$ cat config.mk
export PLATFORM = sky130hd
export DESIGN_NAME = instr_fetch_unit_flat
export DESIGN_NICKNAME = d
export VERILOG_FILES = /design/src/rtl/cpu_pkg.sv /design/src/rtl/instr_fetch_unit_if.sv /design/src/rtl/instr_fetch_unit_fetch_buffer.sv /design/src/rtl/instr_fetch_unit.sv /design/src/flat_wrapper.sv
export SDC_FILE = /design/constraint.sdc
export NUM_CORES = 1
export LEC_CHECK = 0
export CAP_MARGIN = 25
export CORE_MARGIN = 2
export CORE_UTILIZATION = 50
export CTS_BUF_LIST = sky130_fd_sc_hd__clkbuf_8
export DETAILED_ROUTE_END_ITERATION = 12
export DONT_BUFFER_PORTS = 1
export GPL_ROUTABILITY_DRIVEN = 1
export GPL_TIMING_DRIVEN = 0
export PLACE_DENSITY_LB_ADDON = 0.1
export SLEW_MARGIN = 20
export SYNTH_ARGS = -nofsm -noshare
export SYNTH_HDL_FRONTEND = slang
export SYNTH_SLANG_ARGS = --single-unit
$ cat constraint.sdc
create_clock -name clk -period 2.8 [get_ports clk]
set_clock_uncertainty 0.2 [all_clocks]
set_input_delay 0.42 -clock clk [delete_from_list [all_inputs] [get_ports clk]]
set_output_delay 0.42 -clock clk [all_outputs]
set_load 0.01 [all_outputs]
$ cat src/rtl/cpu_pkg.sv
// Shared types and constants for the MIPS core front end.
package cpu_pkg;

  localparam int unsigned XLEN = 32;

  localparam logic [XLEN-1:0] INSTR_NOP = 32'h0000_0000;

  typedef enum logic [1:0] {
    RUN    = 2'd0,
    HALTED = 2'd1,
    FAULT  = 2'd2
  } fetch_state_e;

  typedef struct packed {
    logic [XLEN-1:0] pc;
    logic [XLEN-1:0] instr;
  } fetch_entry_t;

endpackage

$ cat src/rtl/instr_fetch_unit_if.sv
// Fetch-stage bus: instruction memory port, decode handshake and control.
interface instr_fetch_unit_if;
  import cpu_pkg::*;

  logic [XLEN-1:0] imem_addr;
  logic [XLEN-1:0] imem_data;
  logic            if_valid;
  logic            if_ready;
  logic [XLEN-1:0] if_instr;
  logic [XLEN-1:0] if_pc;
  logic            redirect_valid;
  logic [XLEN-1:0] redirect_pc;
  logic            halt;
  logic            halted;
  logic            fault;

  modport master (
    output imem_addr,
    input  imem_data,
    output if_valid,
    input  if_ready,
    output if_instr,
    output if_pc,
    input  redirect_valid,
    input  redirect_pc,
    input  halt,
    output halted,
    output fault
  );

  modport slave (
    input  imem_addr,
    output imem_data,
    input  if_valid,
    output if_ready,
    input  if_instr,
    input  if_pc,
    output redirect_valid,
    output redirect_pc,
    output halt,
    input  halted,
    input  fault
  );

endinterface

$ cat src/rtl/instr_fetch_unit_fetch_buffer.sv
// Two-slot fetch FIFO built as a shift pair so the head slot holds its
// last value once the buffer runs empty.
module fetch_buffer
  import cpu_pkg::*;
#(
  parameter int unsigned DEPTH = 2
) (
  input  logic         clk,
  input  logic         rst,
  input  logic         flush,
  input  logic         push,
  input  logic         pop,
  input  fetch_entry_t din,
  output fetch_entry_t head,
  output logic [1:0]   count,
  output logic         full,
  output logic         empty
);

  fetch_entry_t tail;
  logic [1:0]   cnt_after_pop;

  assign cnt_after_pop = count - {1'b0, pop};

  // New entries land in the first slot left free after this cycle's pop.
  always_ff @(posedge clk) begin
    if (rst) begin
      head  <= '0;
      tail  <= '0;
      count <= 2'd0;
    end else if (flush) begin
      count <= 2'd0;
    end else begin
      count <= cnt_after_pop + {1'b0, push};
      if (pop && (count == 2'd2)) begin
        head <= tail;
      end
      if (push) begin
        if (cnt_after_pop == 2'd0) begin
          head <= din;
        end else begin
          tail <= din;
        end
      end
    end
  end

  assign full  = (count == 2'(DEPTH));
  assign empty = (count == 2'd0);

endmodule

$ cat src/rtl/instr_fetch_unit.sv
// Fetch stage: owns the PC, reads instruction memory and feeds decode
// through a two-entry buffer; handles redirect, halt and range faults.
module instr_fetch_unit
  import cpu_pkg::*;
#(
  parameter logic [XLEN-1:0] RESET_PC  = 32'h0000_0000,
  parameter int unsigned     MEM_WORDS = 64,
  parameter int unsigned     BUF_DEPTH = 2
) (
  input logic                clk,
  input logic                rst,
  instr_fetch_unit_if.master bus
);

  fetch_state_e    state, state_n;
  logic [XLEN-1:0] pc, pc_n;
  logic            push, pop, flush;
  logic            buf_full, buf_empty;
  logic [1:0]      buf_count;
  logic            in_range;
  fetch_entry_t    head;
  fetch_entry_t    din;

  assign in_range = (pc[XLEN-1:2] < 30'(MEM_WORDS));
  assign pop      = !buf_empty && bus.if_ready;
  assign din      = '{pc: pc, instr: bus.imem_data};

  always_ff @(posedge clk) begin
    if (rst) begin
      state <= RUN;
      pc    <= RESET_PC;
    end else begin
      state <= state_n;
      pc    <= pc_n;
    end
  end

  // Redirect outranks halt and range check; misaligned targets fault with pc held.
  always_comb begin
    state_n = state;
    pc_n    = pc;
    push    = 1'b0;
    flush   = 1'b0;
    case (state)
      RUN: begin
        if (bus.redirect_valid) begin
          flush = 1'b1;
          if (bus.redirect_pc[1:0] != 2'b00) begin
            state_n = FAULT;
          end else begin
            pc_n = bus.redirect_pc;
            if (bus.halt) state_n = HALTED;
          end
        end else if (bus.halt) begin
          state_n = HALTED;
        end else if (!in_range) begin
          state_n = FAULT;
        end else if (!buf_full || pop) begin
          push = 1'b1;
          pc_n = pc + 32'd4;
        end
      end
      HALTED:  state_n = HALTED;
      FAULT:   state_n = FAULT;
      default: state_n = FAULT;
    endcase
  end

  fetch_buffer #(
    .DEPTH (BUF_DEPTH)
  ) u_buf (
    .clk   (clk),
    .rst   (rst),
    .flush (flush),
    .push  (push),
    .pop   (pop),
    .din   (din),
    .head  (head),
    .count (buf_count),
    .full  (buf_full),
    .empty (buf_empty)
  );

  assign bus.imem_addr = {2'b00, pc[XLEN-1:2]};
  assign bus.if_valid  = !buf_empty;
  assign bus.if_instr  = head.instr;
  assign bus.if_pc     = head.pc;
  assign bus.halted    = (state == HALTED);
  assign bus.fault     = (state == FAULT);

endmodule

$ cat src/flat_wrapper.sv
// flat-port wrapper written by rule: the top's interface ports become plain ports
module instr_fetch_unit_flat import cpu_pkg::*;
#(
  parameter logic [XLEN-1:0] RESET_PC  = 32'h0000_0000,
  parameter int unsigned     MEM_WORDS = 64,
  parameter int unsigned     BUF_DEPTH = 2
)
  (clk, rst, bus_imem_addr, bus_imem_data, bus_if_valid, bus_if_ready, bus_if_instr, bus_if_pc, bus_redirect_valid, bus_redirect_pc, bus_halt, bus_halted, bus_fault);
  instr_fetch_unit_if bus_i ();
  input logic clk;
  input logic rst;
  output wire logic [$bits(bus_i.imem_addr)-1:0] bus_imem_addr;
  input wire logic [$bits(bus_i.imem_data)-1:0] bus_imem_data;
  output wire logic [$bits(bus_i.if_valid)-1:0] bus_if_valid;
  input wire logic [$bits(bus_i.if_ready)-1:0] bus_if_ready;
  output wire logic [$bits(bus_i.if_instr)-1:0] bus_if_instr;
  output wire logic [$bits(bus_i.if_pc)-1:0] bus_if_pc;
  input wire logic [$bits(bus_i.redirect_valid)-1:0] bus_redirect_valid;
  input wire logic [$bits(bus_i.redirect_pc)-1:0] bus_redirect_pc;
  input wire logic [$bits(bus_i.halt)-1:0] bus_halt;
  output wire logic [$bits(bus_i.halted)-1:0] bus_halted;
  output wire logic [$bits(bus_i.fault)-1:0] bus_fault;
  assign bus_imem_addr = bus_i.imem_addr;
  assign bus_i.imem_data = bus_imem_data;
  assign bus_if_valid = bus_i.if_valid;
  assign bus_i.if_ready = bus_if_ready;
  assign bus_if_instr = bus_i.if_instr;
  assign bus_if_pc = bus_i.if_pc;
  assign bus_i.redirect_valid = bus_redirect_valid;
  assign bus_i.redirect_pc = bus_redirect_pc;
  assign bus_i.halt = bus_halt;
  assign bus_halted = bus_i.halted;
  assign bus_fault = bus_i.fault;
  instr_fetch_unit #(.RESET_PC(RESET_PC), .MEM_WORDS(MEM_WORDS), .BUF_DEPTH(BUF_DEPTH)) u_core (.clk(clk), .rst(rst), .bus(bus_i));
endmodule
==> results.md, run 1 <==
- Kind of capture point of the worst setup path: flop
- Total wirelength of the detailed-routed design: 17300 um
- Maximum cell stage delay along the critical path: 0.35 ns
- Number of synthesized flops with an enable pin: 0
- Clock tree root buffer cell: clkbuf_8
- Async set-reset flop share out of synthesis: 0
- Number of warnings printed during yosys synthesis: 0
- Relative slew slack: 0.518
- Final count of pins violating max slew: 0
- Htree depth: 4
- Top fanout value on the critical path: 10
- Post-synthesis cell type with the largest combined area: dfxtp_1
- Floorplan die area: 14900 um2
- Main combinational cell family by area after synthesis: multiplexers
- FF+latch count, synth: 164
- Most instantiated library cell after synthesis: dfxtp_1
- Clock latency reported for the late side of the worst-skew pair: 0.46 ns
- Arrival @ worst endpoint: 2.82 ns
- Adder and majority gate portion of the synthesized area: 0.00540
- Period Utilization, post-route: 0.954
- Vias in the first global route: 5343
- Ant diodes: 0
- Xor/xnor cell area share of the yosys netlist: 0.00252
- Area Overhead vs Synth: 19.7%
- Mux share of post-synthesis cell area: 0.182
- Result of the run: complete, no violations
- Post-DP HPWL: 12000 um
- TritonCTS Buffers: 17
- Total overflow reported by the global router: 0
- Clock tree from TritonCTS: built
- Crit Path Category: reg2reg
- Pre-antenna DRT Iters: 5
- Drt wl/cell: 17.3 um
- Via/cell ratio: 5.57
- Proportion of synthesized chip area in sequential cells: 0.473
- Starting density of the core: 0.506
- Final net count: 875
- Critical hold path startpoint: bus_redirect_pc[1]
- Nature of the critical path startpoint: flop
- Reg-to-reg startpoint: u_core.u_buf.count[1]
- Post-placement worst setup slack: -0.452 ns
- Cells taking the most area after synthesis: dfxtp_1 47%, mux2i_1 12%, mux2_2 6.5%
- Crit path from: u_core.u_buf.count[1]
- Number of cells on the worst hold path: 3
- Highest Clock Rate: 375 MHz
- Number of remaining DRC errors: 0
- Number of antenna violations at the first check in global routing: 0
- Slowest cell on the critical path: dfxtp_2
- Placer Congestion: 0.876
- Count of input and output buffers: 0
- Number of antenna-violating nets in the routed design: 0
- Type of the worst min-delay path: in2reg
- Compound-Gate Fraction of Synth Area: 0.130
- Top-level I/O count: 168
- Die X: 122 um
- Power density over the cells: 582 nW/um2
- Clock sink total: 164
- Number of distinct library cell variants in the gate-level netlist after synthesis: 47
- R2R depth: 10
- Reg2reg end: u_core.u_buf.head[57]
- Most common library cells after synthesis: 164 x dfxtp_1, 81 x mux2i_1, 70 x nand2_1
- Cell occurring most often along the worst timing path: buf_4
- Total core area: 13700 um2
- Pin count of the biggest net entering global routing: 17
- Main synth FF type: dfxtp_1
- Endpoint required time on the critical path: 2.95 ns
- Total setup violations reported at the end of the flow: 0
- Transition time of the tightest slew-check pin: 0.721 ns
- Cell chain of the critical path: or2_4, and2_1, ha_1, xor2_2, buf_4, nor4_4, buf_4, nor3_4, buf_2, a22o_1
- Area share of the largest cell type after synthesis: 0.473
- Max-cap viol count: 0
- Final period demand of the worst path: 2.67 ns
- Min Hold Slack: 0.00886 ns
- Worst-path clk slew: 0.09 ns
- Mapped Area: 6950 um2
- FF-to-FF setup slack: 0.13 ns
- Static Leakage: 3.07 nW
- Die height: 122 um
- Setup repair after global routing missed its margin: false
- Mean instance size in the synthesized netlist: 9.61 um2
- Cell count after synthesis: 723
- Max rail drop VDD: 0.395 mV
- Hold Violations, Final: 0
- Worst setup margin: 0.130 ns
- Via total after detailed routing: 5548
- Maximum clock path buffer count: 2
- Share of layout cells above drive strength 1: 0.172
- Total global-route track usage: 0.232
- Number of fill cells in the layout: 1203
- Cell Rows: 43
- Area fraction in and, or, nand and nor cells after synthesis: 0.142
- First-pass GRT wire length: 27200 um
- Starting DRC count in detailed routing: 378
- Hold Path Sink: u_core.pc[23]
[critical path: cells and delay by family (launching register included)]
family | cells | cell delay (ns)
adders and majority gates | 1 | 0.20
xor gates and xnor gates | 1 | 0.16
DFF | 1 | 0.35
and+or+nand+nor | 4 | 0.85
buffers and inverters | 3 | 0.56
AOI/OAI and AO/OA | 1 | 0.24
[cells in the final DEF, fill, tap and decap left out, types with 4 or more instances in the layout]
cell type and instances:
nand2_1 70, o21ai_0 27, clkbuf_1 26, dfxtp_1 163
nor4_1 4, a22o_1 34, mux2i_1 80, and3_1 4
mux2_2 40, dlygate4sd3_1 55, inv_1 9, a211oi_1 4
nand3_1 18, buf_4 43, o31ai_1 7, clkbuf_8 18
nor2_1 53, nand4_1 4, clkbuf_2 5, and2_1 25
o21ai_1 40, a21oi_1 16
[metal layers]
layer  vias up  part of all wire  GRT usage
met5         -                 0          0
met3        25             0.075     0.0730
met2       174              0.46      0.361
li1       2689                 -          -
met1      2660              0.44      0.301
met4         0             0.017     0.0912
[per-stage QoR]
stage	TNS (ns)	cells	area [um2]	power, mW	utilization
final	0	996	8310	4.84	0.606
after CTS	0	995	8240	4.85	0.600
after global placement	-30.69	904	7180	2.93	0.523
after floorplan	0	724	6950	2.83	-
after detailed placement	-32.34	904	7180	2.95	0.523
after global routing	0	996	8310	5.03	0.606
[area by class of cell]
cell class | instances | area (um2) | area share
clock buffers | 18 | 248 | 0.0298
inverters | 8 | 30.0 | 0.00361
repair buffers | 61 | 596 | 0.0716
multi-input cells | 476 | 3290 | 0.395
clock inverters | 14 | 178 | 0.0214
plain buffers | 75 | 467 | 0.0561
flip-flops and latches | 164 | 3280 | 0.395
well taps | 180 | 225 | 0.0271
[logic make-up (layout without fill, tap and decap cells)]
group / after synthesis / in the layout
multiplexers: 121 / 121
buffers and inverters: 84 / 176
other: 1 / 2
AND/OR/NAND/NOR: 206 / 206
XOR/XNOR: 2 / 2
adder cells (fa/ha/maj): 3 / 3
flip-flops: 164 / 164
AO/OA/AOI/OAI: 142 / 142
[power breakdown]
| group | internal [mW] | total [mW] | switching, mW |
|---|---|---|---|
| clock network | 0.919 | 1.83 | 0.912 |
| registers | 2.38 | 2.45 | 0.0720 |
| logic | 0.253 | 0.558 | 0.305 |
| total | 3.55 | 4.84 | 1.29 |
[repair_timing]
action / in CTS / in global routing
resized for setup: 14 / 24
endpoints found under the setup margin: 124 / 134
pin swaps: 2 / 1
buffers inserted: 4 / 2
hold endpoints to repair: 87 / 0
hold buffers: 55 / 0
[worst max path at each step]
stage                       endpoint  slack (ns)  cells past startpoint
6_report       u_core.u_buf.head[57]        0.13                     10
5_1_grt                 u_core.pc[8]       0.004                      8
4_1_cts        u_core.u_buf.tail[28]       0.004                     10
3_5_place_dp   u_core.u_buf.tail[58]       -0.45                      9
3_3_place_gp   u_core.u_buf.tail[61]       -0.46                      9
2_1_floorplan  u_core.u_buf.tail[36]        0.24                      9
[state kept, by name (all words and copies together) (netlist names)]
register and flops:
u_core.u_buf.tail 64, u_core.u_buf.count 2, u_core.u_buf.head 64, u_core.pc 32
u_core.state 2
No activity file was read; power rests on OpenSTA's default activity.
==> inputs of run 2 (changes only) <==
- SYNTH_HIERARCHICAL: default -> 1
==> run 2 against run 1 <==
  * Core utilization is 2.9 points lower
  * Hold slack gained 0.018 ns
  * Non-clock buffer count is 10 higher
  * Worst setup slack gained 0.041 ns
  * Via count increased by 24%
  * First-iteration DRC count is 13% lower
  * Die area is 23% higher
  * Sequential power grew 2%
  * Area after synthesis up 24%
  * Combinational power grew 11%
  * Critical path type unchanged
  * Largest cell class unchanged
  * Largest power group unchanged
==> results.md, run 2 <==
- Maximum cell stage delay along the critical path: 0.47 ns (+0.12 ns)
- Area share of the largest cell type after synthesis: 0.381 (-0.0919)
- Clock tree from TritonCTS: built
- Die X: 135 um (+11%)
- Via total after detailed routing: 6892 (+24%)
- Crit path from: u_core/pc[9]
- Pin count of the biggest net entering global routing: 17 (unchanged)
- Gate power share: 0.128 (+0.013)
- Share of layout cells above drive strength 1: 0.166 (-0.00573)
- Adder and majority gate portion of the synthesized area: 0.00435 (-0.00105)
- Count of input and output buffers: 0 (unchanged)
- Arrival @ worst endpoint: 2.81 ns (about the same)
- Placed standard-cell area: 8910 um2 (+24%)
- Async set-reset flop share out of synthesis: 0 (unchanged)
- Final period demand of the worst path: 2.63 ns (-0.0412 ns)
- Utilization after layout: 0.577 (-0.0291)
- Clk pwr share: 0.358 (-0.020)
- Static Leakage: 3.78 nW (+23%)
- Top fanout value on the critical path: 10 (unchanged)
- Cell Rows: 48 (+12%)
- Number of fill cells in the layout: 1534 (+28%)
- Total overflow reported by the global router: 0 (unchanged)
- Number of antenna-violating nets in the routed design: 0 (unchanged)
- First-pass GRT wire length: 36500 um (+34%)
- Mux share of post-synthesis cell area: 0.154 (-0.0272)
- Clock tree root buffer cell: clkbuf_8
- Floorplan die area: 18300 um2 (+23%)
- Starting density of the core: 0.506 (-0.000708)
- Most common cell after layout, fill and taps aside: dfxtp_1
- Total design power: 4.84 mW (about the same)
- Final count of pins violating max slew: 0 (unchanged)
- Mean instance size in the synthesized netlist: 9.43 um2 (-1.9%)
- Maximum clock path buffer count: 2 (unchanged)
- Nature of the critical path startpoint: flop
- Post-DP HPWL: 16500 um (+38%)
- Main combinational cell family by area after synthesis: simple AND/OR/NAND/NOR gates
- Number of remaining DRC errors: 0 (unchanged)
- Cell-internal power: 3.48 mW (-2.0%)
- Power density over the cells: 492 nW/um2 (-16%)
- Top-level I/O count: 168 (unchanged)
- Cell count after synthesis: 915 (+27%)
- Total wirelength of the detailed-routed design: 23300 um (+35%)
- Transition time of the tightest slew-check pin: 0.724 ns (+0.00339 ns)
- Vias in the first global route: 6851 (+28%)
- Slowest cell on the critical path: dfxtp_1
- Die height: 135 um (+11%)
- Xor/xnor cell area share of the yosys netlist: 0.00290 (+0.000380)
- Pre-antenna DRT Iters: 5 (unchanged)
- Worst-path clk slew: 0.09 ns (about the same)
- Total global-route track usage: 0.254 (+0.0223)
- Setup repair after global routing missed its margin: false
- Kind of capture point of the worst setup path: flop
- Most instantiated library cell after synthesis: dfxtp_1
- Relative slew slack: 0.517 (about the same)
- Main synth FF type: dfxtp_1
- Clock latency reported for the late side of the worst-skew pair: 0.46 ns (about the same)
- Max-cap viol count: 0 (unchanged)
- Final net count: 1060 (+21%)
- Post-Route Setup TNS: 0 ns (unchanged)
- Highest Clock Rate: 380 MHz (+1.6%)
- Most common library cells after synthesis: 164 x dfxtp_1, 133 x mux2i_1, 133 x nand2b_1
- Area fraction in and, or, nand and nor cells after synthesis: 0.196 (+0.0536)
- Area Overhead vs Synth: 14.1%
- Area used by multi-input combinational logic: 4510 um2 (+37%)
- Number of warnings printed during yosys synthesis: 6 (+6)
- Cells taking the most area after synthesis: dfxtp_1 38%, mux2i_1 15%, o221ai_2 10%
- Type of the worst min-delay path: in2reg
- Result of the run: complete, no violations
- Endpoint required time on the critical path: 2.98 ns (+0.03 ns)
- Sequential Area: 3280 um2 (about the same)
- Period Utilization, post-route: 0.939 (-0.0147)
- TritonCTS Buffers: 17 (unchanged)
- NetSw: 1.36 mW (+5.5%)
- Final instance count without filler cells: 1227 (+23%)
- Cell chain of the critical path: nor4_2, o2111ai_2, nor2_4, nand2b_1, a21oi_1, clkbuf_4, buf_4, mux2i_1
- Crit Path Category: reg2reg
- Most used cells in the layout excluding fill and tap cells: 164 x dfxtp_1, 133 x nand2b_1, 133 x mux2i_1
- Hold Violations, Final: 0 (unchanged)
- Worst path bufs/invs: 2 (-1)
- Number of distinct library cell variants in the gate-level netlist after synthesis: 52 (+11%)
- Proportion of synthesized chip area in sequential cells: 0.381 (-0.0919)
- Proportion of total power due to net switching: 0.281 (+0.0147)
- FF+latch count, synth: 164 (unchanged)
- Drt wl/cell: 19.0 um (+9.7%)
- Number of antenna violations at the first check in global routing: 1 (+1)
- Placed cell count: 1141 (+26%)
- Post-synthesis cell type with the largest combined area: dfxtp_1
- Number of synthesized flops with an enable pin: 0 (unchanged)
- Critical hold path startpoint: bus_redirect_pc[10]
- Htree depth: 4 (unchanged)
- Fin area: 9840 um2 (+18%)
- Compound-Gate Fraction of Synth Area: 0.163 (+0.0337)
- Max rail drop VDD: 0.287 mV (-27%)
- Starting DRC count in detailed routing: 329 (-13%)
- Placer Congestion: 0.903 (+3.0%)
- Total core area: 17100 um2 (+24%)
- CP delay by family, top: simple AND/OR/NAND/NOR gates
- Via/cell ratio: 5.62 (+0.84%)
- Total setup violations reported at the end of the flow: 0 (unchanged)
- Clock sink total: 164 (unchanged)
- Share of power burned in registers: 0.514 (+0.007)
- Registers with the highest flip-flop counts: u_core/u_buf/head (64), u_core/u_buf/tail (64), u_core/pc (32)
- Mapped Area: 8630 um2 (+24%)
- Reg-to-reg startpoint: u_core/pc[9]
[run 2: logic make-up (layout without fill, tap and decap cells)]
| kind of cell | count (synthesis) | in the layout |
|---|---|---|
| other cells | 1 | 3 |
| fa+ha+maj | 3 | 3 |
| xor+xnor | 2 | 2 |
| mux | 133 | 133 |
| buf+inv | 167 | 252 |
| compound gates | 136 | 136 |
| simple gates | 309 | 309 |
| flops | 164 | 164 |
[run 2: area by class of cell]
| cell class | instances | area share |
|---|---|---|
| antenna | 1 | 0.000254 |
| buffer | 93 | 0.0582 |
| clock buffer | 19 | 0.0266 |
| clock inverter | 13 | 0.0137 |
| inverter | 74 | 0.0282 |
| multi-input combinational | 585 | 0.458 |
| sequential | 164 | 0.334 |
| tap | 225 | 0.0286 |
| timing repair buffer | 53 | 0.0529 |
[run 2: routing by layer]
layer / share of wire / vias to the layer above / GRT usage
met5: 0 / - / 0
met4: 0.025 / 0 / 0.0938
met3: 0.067 / 43 / 0.0658
met2: 0.47 / 218 / 0.423
met1: 0.44 / 3315 / 0.318
li1: - / 3316 / -
[run 2: power by group through the flow]
stage	combinational, mW	clock (mW)	sequential, mW
global route	0.676	1.87	2.50
finish	0.621	1.73	2.49
CTS	0.620	1.77	2.49
floorplan	0.437	0	2.50
detailed placement	0.547	0	2.54
global placement	0.532	0	2.54
[run 2: worst min-delay path: stages]
cell and delay (ns):
nand2_1 0.04, o41ai_1 0.06, a22oi_1 0.06, nor2_1 0.08
[run 2: timing repair]
item / in CTS / in global routing
gates resized for setup: 2 / 1
setup buffers: 4 / 0
hold endpoints to repair: 81 / 0
pin swaps: 2 / 0
endpoints found under the setup margin: 124 / 10
hold buffers: 49 / 0
[run 2: through the flow]
stage | setup WS (ns) | hold WS, ns
finish | 0.171 | 0.0264
global route | 0.0489 | 0.00856
CTS | 0.0909 | 0.00303
detailed placement | -0.347 | 0.262
global placement | -0.310 | 0.258
floorplan | 0.532 | 0.248
[run 2: worst paths after layout]
| kind | slack, ns | end | cells past startpoint |
|---|---|---|---|
| worst max register to register | 0.17 | u_core/u_buf/tail[43] | 8 |
| worst min-delay path | 0.03 | u_core/pc[10] | 4 |
| worst min register to register | 0.28 | u_core/u_buf/tail[0] | 2 |
| worst max-delay path | 0.17 | u_core/u_buf/tail[43] | 8 |
==> inputs of run 3 (changes only) <==
- CORE_MARGIN: 2 -> 3
- PLACE_DENSITY: default -> 0.66
- PLACE_DENSITY_LB_ADDON: 0.1 -> default
==> run 3 against run 2 <==
  * Core utilization rose by 1.4 points
  * Global-route usage fell by 1.1 points
  * Wire length fell by 3.1%
  * Highest routed layer unchanged
  * Cell count fell by 0.49%
  * Non-clock buffer count rose by 1
  * Count of clock-buffer cells in the layout rose by 1
  * First-iteration DRC count rose by 28%
  * Critical path depth fell by 2
  * Flip-flop and latch count did not move
  * Maximum frequency rose by 0.61%
  * Critical endpoint is now u_core/u_buf/head[53]
  * Worst setup slack improved by 0.016 ns
  * Critical path type unchanged
  * Via count fell by 2.6%
==> results.md, run 3 (synthesized netlist as in run 2, its figures left out) <==
- Count of input and output buffers: 0 (unchanged)
- Most common cell after layout, fill and taps aside: dfxtp_1
- Htree depth: 4 (unchanged)
- Total overflow reported by the global router: 0 (unchanged)
- CP delay by family, top: buffers and inverters
- Share of layout cells above drive strength 1: 0.167 (+0.000999)
- Total setup violations reported at the end of the flow: 0 (unchanged)
- Clock tree root buffer cell: clkbuf_8
- Slowest cell on the critical path: clkbuf_1
- Die height: 137 um (+1.5%)
- Maximum cell stage delay along the critical path: 0.56 ns (+0.09 ns)
- Top-level I/O count: 168 (unchanged)
- Placed standard-cell area: 8900 um2 (about the same)
- Cell chain of the critical path: nor3b_2, nor2b_1, clkbuf_1, clkbuf_1, nand2_1, o221ai_2
- Die X: 137 um (+1.5%)
- Period Utilization, post-route: 0.933 (-0.00569)
- Utilization after layout: 0.591 (+0.0139)
- First-pass GRT wire length: 35900 um (-1.6%)
- Final net count: 1061 (+0.094%)
- Pre-antenna DRT Iters: 5 (unchanged)
- Nature of the critical path startpoint: flop
- Top fanout value on the critical path: 10 (unchanged)
- Result of the run: complete, no violations
- Fin area: 9900 um2 (+0.62%)
- Most used cells in the layout excluding fill and tap cells: 164 x dfxtp_1, 133 x nand2b_1, 133 x mux2i_1
- Clock latency reported for the late side of the worst-skew pair: 0.45 ns (about the same)
- Number of antenna-violating nets in the routed design: 0 (unchanged)
- Hold Violations, Final: 0 (unchanged)
- Vias in the first global route: 6590 (-3.8%)
- Registers with the highest flip-flop counts: u_core/u_buf/head (64), u_core/u_buf/tail (64), u_core/pc (32)
- Power density over the cells: 511 nW/um2 (+3.8%)
- Worst path bufs/invs: 2 (unchanged)
- Number of remaining DRC errors: 0 (unchanged)
- Final period demand of the worst path: 2.61 ns (-0.0159 ns)
- Starting DRC count in detailed routing: 420 (+28%)
- Max rail drop VDD: 0.282 mV (-1.7%)
- Maximum clock path buffer count: 2 (unchanged)
- Kind of capture point of the worst setup path: flop
- Clock sink total: 164 (unchanged)
- TritonCTS Buffers: 17 (unchanged)
- Worst-path clk slew: 0.09 ns (about the same)
- Number of antenna violations at the first check in global routing: 0 (-1)
- Endpoint required time on the critical path: 2.98 ns (about the same)
- Pin count of the biggest net entering global routing: 17 (unchanged)
- Transition time of the tightest slew-check pin: 0.724 ns (-0.000290 ns)
- Clock tree from TritonCTS: built
- Cell occurring most often along the worst timing path: clkbuf_1
- Relative slew slack: 0.517 (about the same)
- Arrival @ worst endpoint: 2.80 ns (about the same)
- Total wirelength of the detailed-routed design: 22600 um (-3.1%)
- Cell Rows: 47 (-2.1%)
- Type of the worst min-delay path: in2reg
- Floorplan die area: 18900 um2 (+3.0%)
- Setup repair after global routing missed its margin: false
- Area Overhead vs Synth: 14.8%
- Via/cell ratio: 5.50 (-2.1%)
- Final count of pins violating max slew: 0 (unchanged)
- Post-DP HPWL: 15800 um (-3.9%)
- Ant diodes: 0 (-1)
- Starting density of the core: 0.515 (+0.00895)
- Static Leakage: 3.80 nW (+0.64%)
- Total global-route track usage: 0.243 (-0.0108)
- Post-Route Setup TNS: 0 ns (unchanged)
- Crit Path Category: reg2reg
- Total core area: 16800 um2 (-1.7%)
- Max-cap viol count: 0 (unchanged)
- Placer Congestion: 0.893 (-1.1%)
- Via total after detailed routing: 6714 (-2.6%)
- Drt wl/cell: 18.5 um (-2.6%)
- Highest Clock Rate: 383 MHz (+0.61%)
[run 3: metrics by stage]
step           std cells  hold slack [ns]  total power, mW  setup WS [ns]
6_report            1221           0.0298             5.06          0.187
3_5_place_dp        1136            0.262             3.09         -0.258
2_1_floorplan        916            0.248             2.94          0.532
3_3_place_gp        1136            0.257             3.08         -0.194
4_1_cts             1218          0.00108             5.09         0.0475
5_1_grt             1221           0.0208             5.26        0.00447
[run 3: cell type report]
| type | instances | area (um2) |
|---|---|---|
| Tap cell | 220 | 275 |
| Sequential cell | 164 | 3280 |
| Multi-Input combinational cell | 585 | 4510 |
| Fill cell | 1497 | 6860 |
| Timing Repair Buffer | 54 | 528 |
| Clock buffer | 20 | 275 |
| Inverter | 74 | 278 |
| Clock inverter | 11 | 175 |
| Buffer | 93 | 573 |
[run 3: timing repair]
item / in CTS / in global routing
buffers inserted: 2 / 3
hold buffers: 49 / 0
hold endpoints to repair: 81 / 0
pin swaps: 1 / 1
gates resized for setup: 1 / 3
endpoints found under the setup margin: 120 / 60
[run 3: power by group]
group	internal, mW	switching (mW)	leakage (nW)
Clock	1.04	0.902	0.210
Combinational	0.269	0.360	2.27
Sequential	2.38	0.0989	1.32
Total	3.70	1.36	3.80
[run 3: worst paths after layout]
check | slack, ns | cells after the start | end | startpoint
worst max-delay path | 0.19 | 6 | u_core/u_buf/head[53] | u_core/state[1]
worst min-delay path | 0.03 | 2 | u_core/pc[3] | bus_redirect_pc[3]
worst max register to register | 0.19 | 6 | u_core/u_buf/head[53] | u_core/state[1]
worst min register to register | 0.27 | 2 | u_core/u_buf/tail[42] | u_core/u_buf/tail[42]
[run 3: routing by layer]
metal  vias to the layer above  track usage  share of wire
li1                       3299            -              -
met1                      3179        0.325           0.45
met4                         0       0.0743          0.016
met5                         -            0              0
met3                        27       0.0661          0.076
met2                       209        0.385           0.46
